### src/rtl/display_scan_mux_if.sv
`default_nettype none
// ============================================================================
//  Module      : display_scan_mux_if
//  Description : Scan-strobe / digit-data inputs and display drive outputs of
//                the multiplexed 7-segment scanner, bundled as one interface.
//  Revision    : 1.0 - initial release
// ============================================================================
interface display_scan_mux_if #(
  parameter int N_DIGITS = 4
);
  logic                  tick_i;
  logic                  en_i;
  logic [4*N_DIGITS-1:0] value_i;
  logic [N_DIGITS-1:0]   dp_i;
  logic [N_DIGITS-1:0]   an_o;
  logic [6:0]            seg_o;
  logic                  dp_o;

  // Producer side: timer strobe, enable and display data; consumes the drive.
  modport master (
    output tick_i, en_i, value_i, dp_i,
    input  an_o, seg_o, dp_o
  );

  // Scanner side.
  modport slave (
    input  tick_i, en_i, value_i, dp_i,
    output an_o, seg_o, dp_o
  );
endinterface
`default_nettype wire

### src/rtl/display_scan_mux.sv
`default_nettype none
// ============================================================================
//  Module      : display_scan_mux
//  Description : Common-anode 7-segment scan multiplexer. Each scan tick
//                blanks all anodes for GUARD_CYCLES clocks, then drives the
//                next digit with its hex-decoded pattern. The displayed value
//                is snapshotted once per full scan (on wrap to digit 0).
//                Optional macro LEADING_ZERO_BLANK_EN suppresses leading-zero
//                digits (digit 0 is always shown).
//  Revision    : 1.0 - initial release
// ============================================================================
module display_scan_mux #(
  parameter int N_DIGITS     = 4,
  parameter int GUARD_CYCLES = 8
) (
  input  logic                clk,
  input  logic                rst,
  display_scan_mux_if.slave   bus
);

  localparam int IDX_W = $clog2(N_DIGITS);
  localparam int GRD_W = $clog2(GUARD_CYCLES + 1);
  localparam logic [GRD_W-1:0] GUARD_LOAD = GRD_W'(GUARD_CYCLES);
  localparam logic [IDX_W-1:0] LAST_IDX   = IDX_W'(N_DIGITS - 1);

  typedef enum logic [1:0] {
    S_IDLE  = 2'd0,
    S_BLANK = 2'd1,
    S_DRIVE = 2'd2
  } state_t;

  state_t                state_q, state_d;
  logic [IDX_W-1:0]      idx_q, idx_d;
  logic [GRD_W-1:0]      guard_q, guard_d;
  logic [4*N_DIGITS-1:0] value_q, value_d;
  logic [N_DIGITS-1:0]   dp_q, dp_d;
  logic [N_DIGITS-1:0]   an_q, an_d;
  logic [6:0]            seg_q, seg_d;
  logic                  dpo_q, dpo_d;
  logic [3:0]            nib;
  logic                  show;
`ifdef LEADING_ZERO_BLANK_EN
  logic                  upper_zero;
`endif

  // Active-low {g,f,e,d,c,b,a} pattern for one hex nibble.
  function automatic logic [6:0] hex7(input logic [3:0] n);
    case (n)
      4'h0: hex7 = 7'h40;
      4'h1: hex7 = 7'h79;
      4'h2: hex7 = 7'h24;
      4'h3: hex7 = 7'h30;
      4'h4: hex7 = 7'h19;
      4'h5: hex7 = 7'h12;
      4'h6: hex7 = 7'h02;
      4'h7: hex7 = 7'h78;
      4'h8: hex7 = 7'h00;
      4'h9: hex7 = 7'h10;
      4'hA: hex7 = 7'h08;
      4'hB: hex7 = 7'h03;
      4'hC: hex7 = 7'h46;
      4'hD: hex7 = 7'h21;
      4'hE: hex7 = 7'h06;
      4'hF: hex7 = 7'h0E;
    endcase
  endfunction

  // Next-state logic plus the drive pattern of the next state, so the
  // registered outputs line up with the state they describe.
  always_comb begin
    state_d = state_q;
    idx_d   = idx_q;
    guard_d = guard_q;
    value_d = value_q;
    dp_d    = dp_q;

    case (state_q)
      S_IDLE: begin
        if (bus.en_i) begin
          state_d = S_BLANK;
          idx_d   = '0;
          guard_d = GUARD_LOAD;
          value_d = bus.value_i;
          dp_d    = bus.dp_i;
        end
      end
      S_BLANK: begin
        // Scan ticks are ignored while the guard interval runs.
        guard_d = guard_q - 1'b1;
        if (guard_q <= GRD_W'(1)) begin
          state_d = S_DRIVE;
        end
      end
      S_DRIVE: begin
        if (bus.tick_i) begin
          state_d = S_BLANK;
          guard_d = GUARD_LOAD;
          if (idx_q == LAST_IDX) begin
            // Frame boundary: take a fresh snapshot so no frame is torn.
            idx_d   = '0;
            value_d = bus.value_i;
            dp_d    = bus.dp_i;
          end else begin
            idx_d = idx_q + 1'b1;
          end
        end
      end
      default: state_d = S_IDLE;
    endcase

    // Disable overrides any coincident tick.
    if (!bus.en_i) begin
      state_d = S_IDLE;
      idx_d   = '0;
    end

    nib  = value_d[{idx_d, 2'b00} +: 4];
    show = (state_d == S_DRIVE);
`ifdef LEADING_ZERO_BLANK_EN
    upper_zero = 1'b1;
    for (int k = 0; k < N_DIGITS; k++) begin
      if ((k >= int'(idx_d)) && (value_d[4*k +: 4] != 4'h0)) begin
        upper_zero = 1'b0;
      end
    end
    if ((idx_d != '0) && upper_zero && !dp_d[idx_d]) begin
      show = 1'b0;
    end
`endif

    an_d  = '1;
    seg_d = 7'h7F;
    dpo_d = 1'b1;
    if (show) begin
      an_d[idx_d] = 1'b0;
      seg_d       = hex7(nib);
      dpo_d       = ~dp_d[idx_d];
    end
  end

  // State, snapshot and output registers.
  always_ff @(posedge clk) begin
    if (rst) begin
      state_q <= S_IDLE;
      idx_q   <= '0;
      guard_q <= '0;
      value_q <= '0;
      dp_q    <= '0;
      an_q    <= '1;
      seg_q   <= 7'h7F;
      dpo_q   <= 1'b1;
    end else begin
      state_q <= state_d;
      idx_q   <= idx_d;
      guard_q <= guard_d;
      value_q <= value_d;
      dp_q    <= dp_d;
      an_q    <= an_d;
      seg_q   <= seg_d;
      dpo_q   <= dpo_d;
    end
  end

  assign bus.an_o  = an_q;
  assign bus.seg_o = seg_q;
  assign bus.dp_o  = dpo_q;

endmodule
`default_nettype wire

### src/flat_wrapper.sv
// flat-port wrapper written by rule: the top's interface ports become plain ports
module display_scan_mux_flat 
#(
  parameter int N_DIGITS     = 4,
  parameter int GUARD_CYCLES = 8
)
  (clk, rst, bus_tick_i, bus_en_i, bus_value_i, bus_dp_i, bus_an_o, bus_seg_o, bus_dp_o);
  display_scan_mux_if #(.N_DIGITS(N_DIGITS)) bus_i ();
  input  logic clk;
  input  logic rst;
  input wire logic [$bits(bus_i.tick_i)-1:0] bus_tick_i;
  input wire logic [$bits(bus_i.en_i)-1:0] bus_en_i;
  input wire logic [$bits(bus_i.value_i)-1:0] bus_value_i;
  input wire logic [$bits(bus_i.dp_i)-1:0] bus_dp_i;
  output wire logic [$bits(bus_i.an_o)-1:0] bus_an_o;
  output wire logic [$bits(bus_i.seg_o)-1:0] bus_seg_o;
  output wire logic [$bits(bus_i.dp_o)-1:0] bus_dp_o;
  assign bus_i.tick_i = bus_tick_i;
  assign bus_i.en_i = bus_en_i;
  assign bus_i.value_i = bus_value_i;
  assign bus_i.dp_i = bus_dp_i;
  assign bus_an_o = bus_i.an_o;
  assign bus_seg_o = bus_i.seg_o;
  assign bus_dp_o = bus_i.dp_o;
  display_scan_mux #(.N_DIGITS(N_DIGITS), .GUARD_CYCLES(GUARD_CYCLES)) u_core (.clk(clk), .rst(rst), .bus(bus_i));
endmodule
### config.mk
export PLATFORM = sky130hd
export DESIGN_NAME = display_scan_mux_flat
export DESIGN_NICKNAME = d
export VERILOG_FILES = /design/src/rtl/display_scan_mux_if.sv /design/src/rtl/display_scan_mux.sv /design/src/flat_wrapper.sv
export SDC_FILE = /design/constraint.sdc
export NUM_CORES = 1
export LEC_CHECK = 0
export ABC_AREA = 1
export ABC_CLOCK_PERIOD_IN_PS = 2750
export CELL_PAD_IN_SITES_DETAIL_PLACEMENT = 0
export CELL_PAD_IN_SITES_GLOBAL_PLACEMENT = 1
export CORE_UTILIZATION = 38
export DETAILED_ROUTE_END_ITERATION = 8
export GPL_ROUTABILITY_DRIVEN = 0
export GPL_TIMING_DRIVEN = 0
export HOLD_SLACK_MARGIN = 0.1
export PLACE_DENSITY_LB_ADDON = 0.1
export SYNTH_ARGS = -nofsm -noshare
export SYNTH_HDL_FRONTEND = slang
export SYNTH_SLANG_ARGS = --single-unit
### constraint.sdc
create_clock -name clk -period 2.75 [get_ports clk]
set_input_delay 0.55 -clock clk [delete_from_list [all_inputs] [get_ports clk]]
set_output_delay 0.55 -clock clk [all_outputs]
set_load 0.03 [all_outputs]
==> impl_metrics.toml <==
[grt]
grt_pass1_wl_mm = 9.66
antenna_found_initial = 0
grt_pass1_vias = 2087
grt_max_degree = 14
gr-usage-all-layers_pct = 19.6
gr-total-overflow = 0

[sta]
final_max_slew_viol_count = 0
tightest_slew_ns = 0.540
period_share_pct = 92.2
hold_viol = 0
clock_skew_ns = 0.00415
slew_headroom_pct = 64.0
fin_crit_ns = 2.53
timing.fmax_mhz = 395
hold_ws_ns = 0.479
finalSetupViolCount = 0

[finish]
syn2layout_area_growth_pct = 27.9
nets = 429
diodes = 0
final_area_mm2 = 0.00293
drive_above_1_share_pct = 11.8

[floorplanning]
core-area_mm2 = 0.00568
die_h_um = 79.7
start_util_pct = 40.4
ioPinCount = 36
die_w_um = 79.7
design.die.area_mm2 = 0.00635
rows = 27

[worst_setup_path]
critPathKind = "input port to flop"
crit_family = "simple AND/OR/NAND/NOR gates"
crit_chain = "clkdlybuf4s50_1 > buf_6 > nand2_2 > nand2_1 > nand4_4 > buf_6 > nand2_1 > o21ai_0 > nor2_1 > ha_1 > nand3_1 > nand2_1 > inv_1 > nand2_1"
slowest_stage = "clkdlybuf4s50_1"
cp_max_fo = 10
max_stage_delay_ns = 0.49
crit_path_end_kind = "flop"
start_kind = "input port"
cp.arrival_ns = 2.73
cp.buffers_inverters = 4
required_ns = 2.94
crit_top_cell = "nand2_1"

[clock_network]
numCtsBuffers = 5
cts-root-buf = "clkbuf_8"
tritoncts = "done"
cts.clk_slew.worst_paths_ns = 0.08
insertion_delay_ns = 0.29
htreeDepth = 2
clockBufferDepth = 2
clock_sinks = 40
hold_buffers = 0

[synthesis]
synth_area_per_cell_um2 = 6.54
synth_seq_area_share_pct = 34.9
ys_warn_count = 0
ys_ff_latch = 40
ys_types = 27
netlist_instances = 351
syn_nets = 383
synthesis.area_mm2 = 0.00229

[worst_hold_path]
worstHoldPathType = "flop to flop"

[pwr]
cellPowerDensity_mw_per_mm2 = 485
leakagePower_uw = 0.00142
ir_worst_vdd_mv = 0.310

[detailed_routing]
wl_per_cell_um = 12.2
first_iter_violations = 105
dr.pass1.iters = 4
drt-total-wl_mm = 5.74
ant_nets = 0
viasPerCell = 4.85
drc = 0
vias = 2281

[job]
cap_violations = 0

[status]
status = "completed"

[placement]
place_hpwl_mm = 4.27
post_dp_cell_area_mm2 = 0.00274
io_buffer_count = 35
[cells by family after synthesis]
| family | count (synthesis) | synth area share [%] |
|---|---|---|
| AOI/OAI and AO/OA | 29 | 7.20 |
| adders and majority gates | 8 | 4.36 |
| buffers and inverters | 48 | 8.45 |
| DFF | 40 | 34.9 |
| muxes | 4 | 1.74 |
| and+or+nand+nor | 222 | 43.3 |
[layout by cell type (no fill, tap or decap), types with 3 or more instances in the layout]
cell and n:
mux2i_1 4, buf_4 6, clkdlybuf4s50_1 35, o21ai_0 8, ha_1 8, o211ai_1 4
nor2_2 3, nand2_2 8, inv_1 37, nand3b_1 4, nor2_1 20, nor2_4 5
nand2_4 5, dfxtp_1 40, clkbuf_8 5, inv_2 4, nand3_1 44, a31oi_1 5
nand2_1 127, a21oi_1 8
[cell usage after synthesis]
library cell  number  area, um^2
nand2_1          129         484
nand3_1           44         220
dfxtp_1           40         801
inv_1             37         139
nor2_1            22        82.6
a21oi_1            9        45.0
o21ai_0            9        45.0
ha_1               8         100
nand2_2            7        43.8
a31oi_1            5        31.3
nor2_2             5        31.3
inv_2              4        15.0
mux2i_1            4        40.0
nand2_4            4        45.0
nand3b_1           4        30.0
o211ai_1           4        30.0
buf_4              3        22.5
buf_2              2        10.0
clkbuf_1           2        7.51
nand4_1            2        12.5
nand3_2            1        10.0
nand4_2            1        12.5
nor2_4             1        11.3
nor3_1             1        5.00
o21ai_1            1        5.00
o21ai_2            1        8.76
or2_2              1        6.26
[area by class of cell]
type / count / area (um^2)
plain buffers: 7 / 50.0
clock buffers: 5 / 68.8
clock inverters: 3 / 42.5
fillers: 618 / 2740
inverters: 41 / 154
multi-input cells: 263 / 1350
flip-flops and latches: 40 / 801
well taps: 72 / 90.1
repair buffers: 39 / 380
[sequential cells by signal, indices dropped and copies added, names as in the netlist]
signal            flops
u_core.bus.an_o       4
u_core.state_q        2
u_core.dp_q           4
u_core.bus.dp_o       1
u_core.idx_q          2
u_core.value_q       16
u_core.guard_q        4
u_core.bus.seg_o      7
[stage by stage]
stage	total power, uW	setup TNS (ns)	setup slack, ns	cells	util [%]
after floorplan	844	0	0.625	351	-
after global placement	938	-1.49	-0.254	458	48.2
after detailed placement	940	-1.54	-0.276	458	48.2
after CTS	1430	0	0.0322	466	50.2
after global routing	1510	-0.0222	-0.0222	470	51.7
final	1420	0	0.216	470	51.7
[power breakdown]
part / switching [uW] / total (uW) / internal [uW] / leakage, uW
clock: 218 / 486 / 269 / 0.0000541
sequential: 13.4 / 623 / 609 / 0.000328
combinational: 190 / 315 / 125 / 0.00104
[layer usage]
metal / up-vias / part of all wire (%) / GRT usage [%]
met4: 0 / 0.42 / 3.82
met5: - / 0 / 0
met2: 47 / 45 / 32.9
met3: 2 / 4.5 / 3.20
met1: 1023 / 50 / 26.4
li1: 1209 / - / -
[path summary, 6_finish.rpt]
path                                                      from                        endpoint  slack (ns)  cells after the start
worst min-delay path            u_core.guard_q[1]$_SDFFE_PP0P_  u_core.guard_q[1]$_SDFFE_PP0P_        0.48                      2
worst max-delay path                                bus_tick_i  u_core.bus.seg_o[1]$_SDFF_PP1_        0.22                     14
worst min register to register  u_core.guard_q[1]$_SDFFE_PP0P_  u_core.guard_q[1]$_SDFFE_PP0P_        0.48                      2
worst max register to register    u_core.state_q[0]$_SDFF_PP0_  u_core.bus.seg_o[1]$_SDFF_PP1_        0.41                     12
[worst reg2reg max path: cells and delay by family (launching register included)]
family	cells	cell delay, ns
AOI/OAI and AO/OA	2	0.22
adders and majority gates	1	0.30
buffers and inverters	1	0.05
DFF	1	0.39
and+or+nand+nor	8	1.31
[what timing repair did]
| action | CTS | global route |
|---|---|---|
| gates resized for setup | 0 | 16 |
| setup buffers | 0 | 4 |
| setup endpoints to repair | 0 | 7 |
No activity file was read; power rests on OpenSTA's default activity.
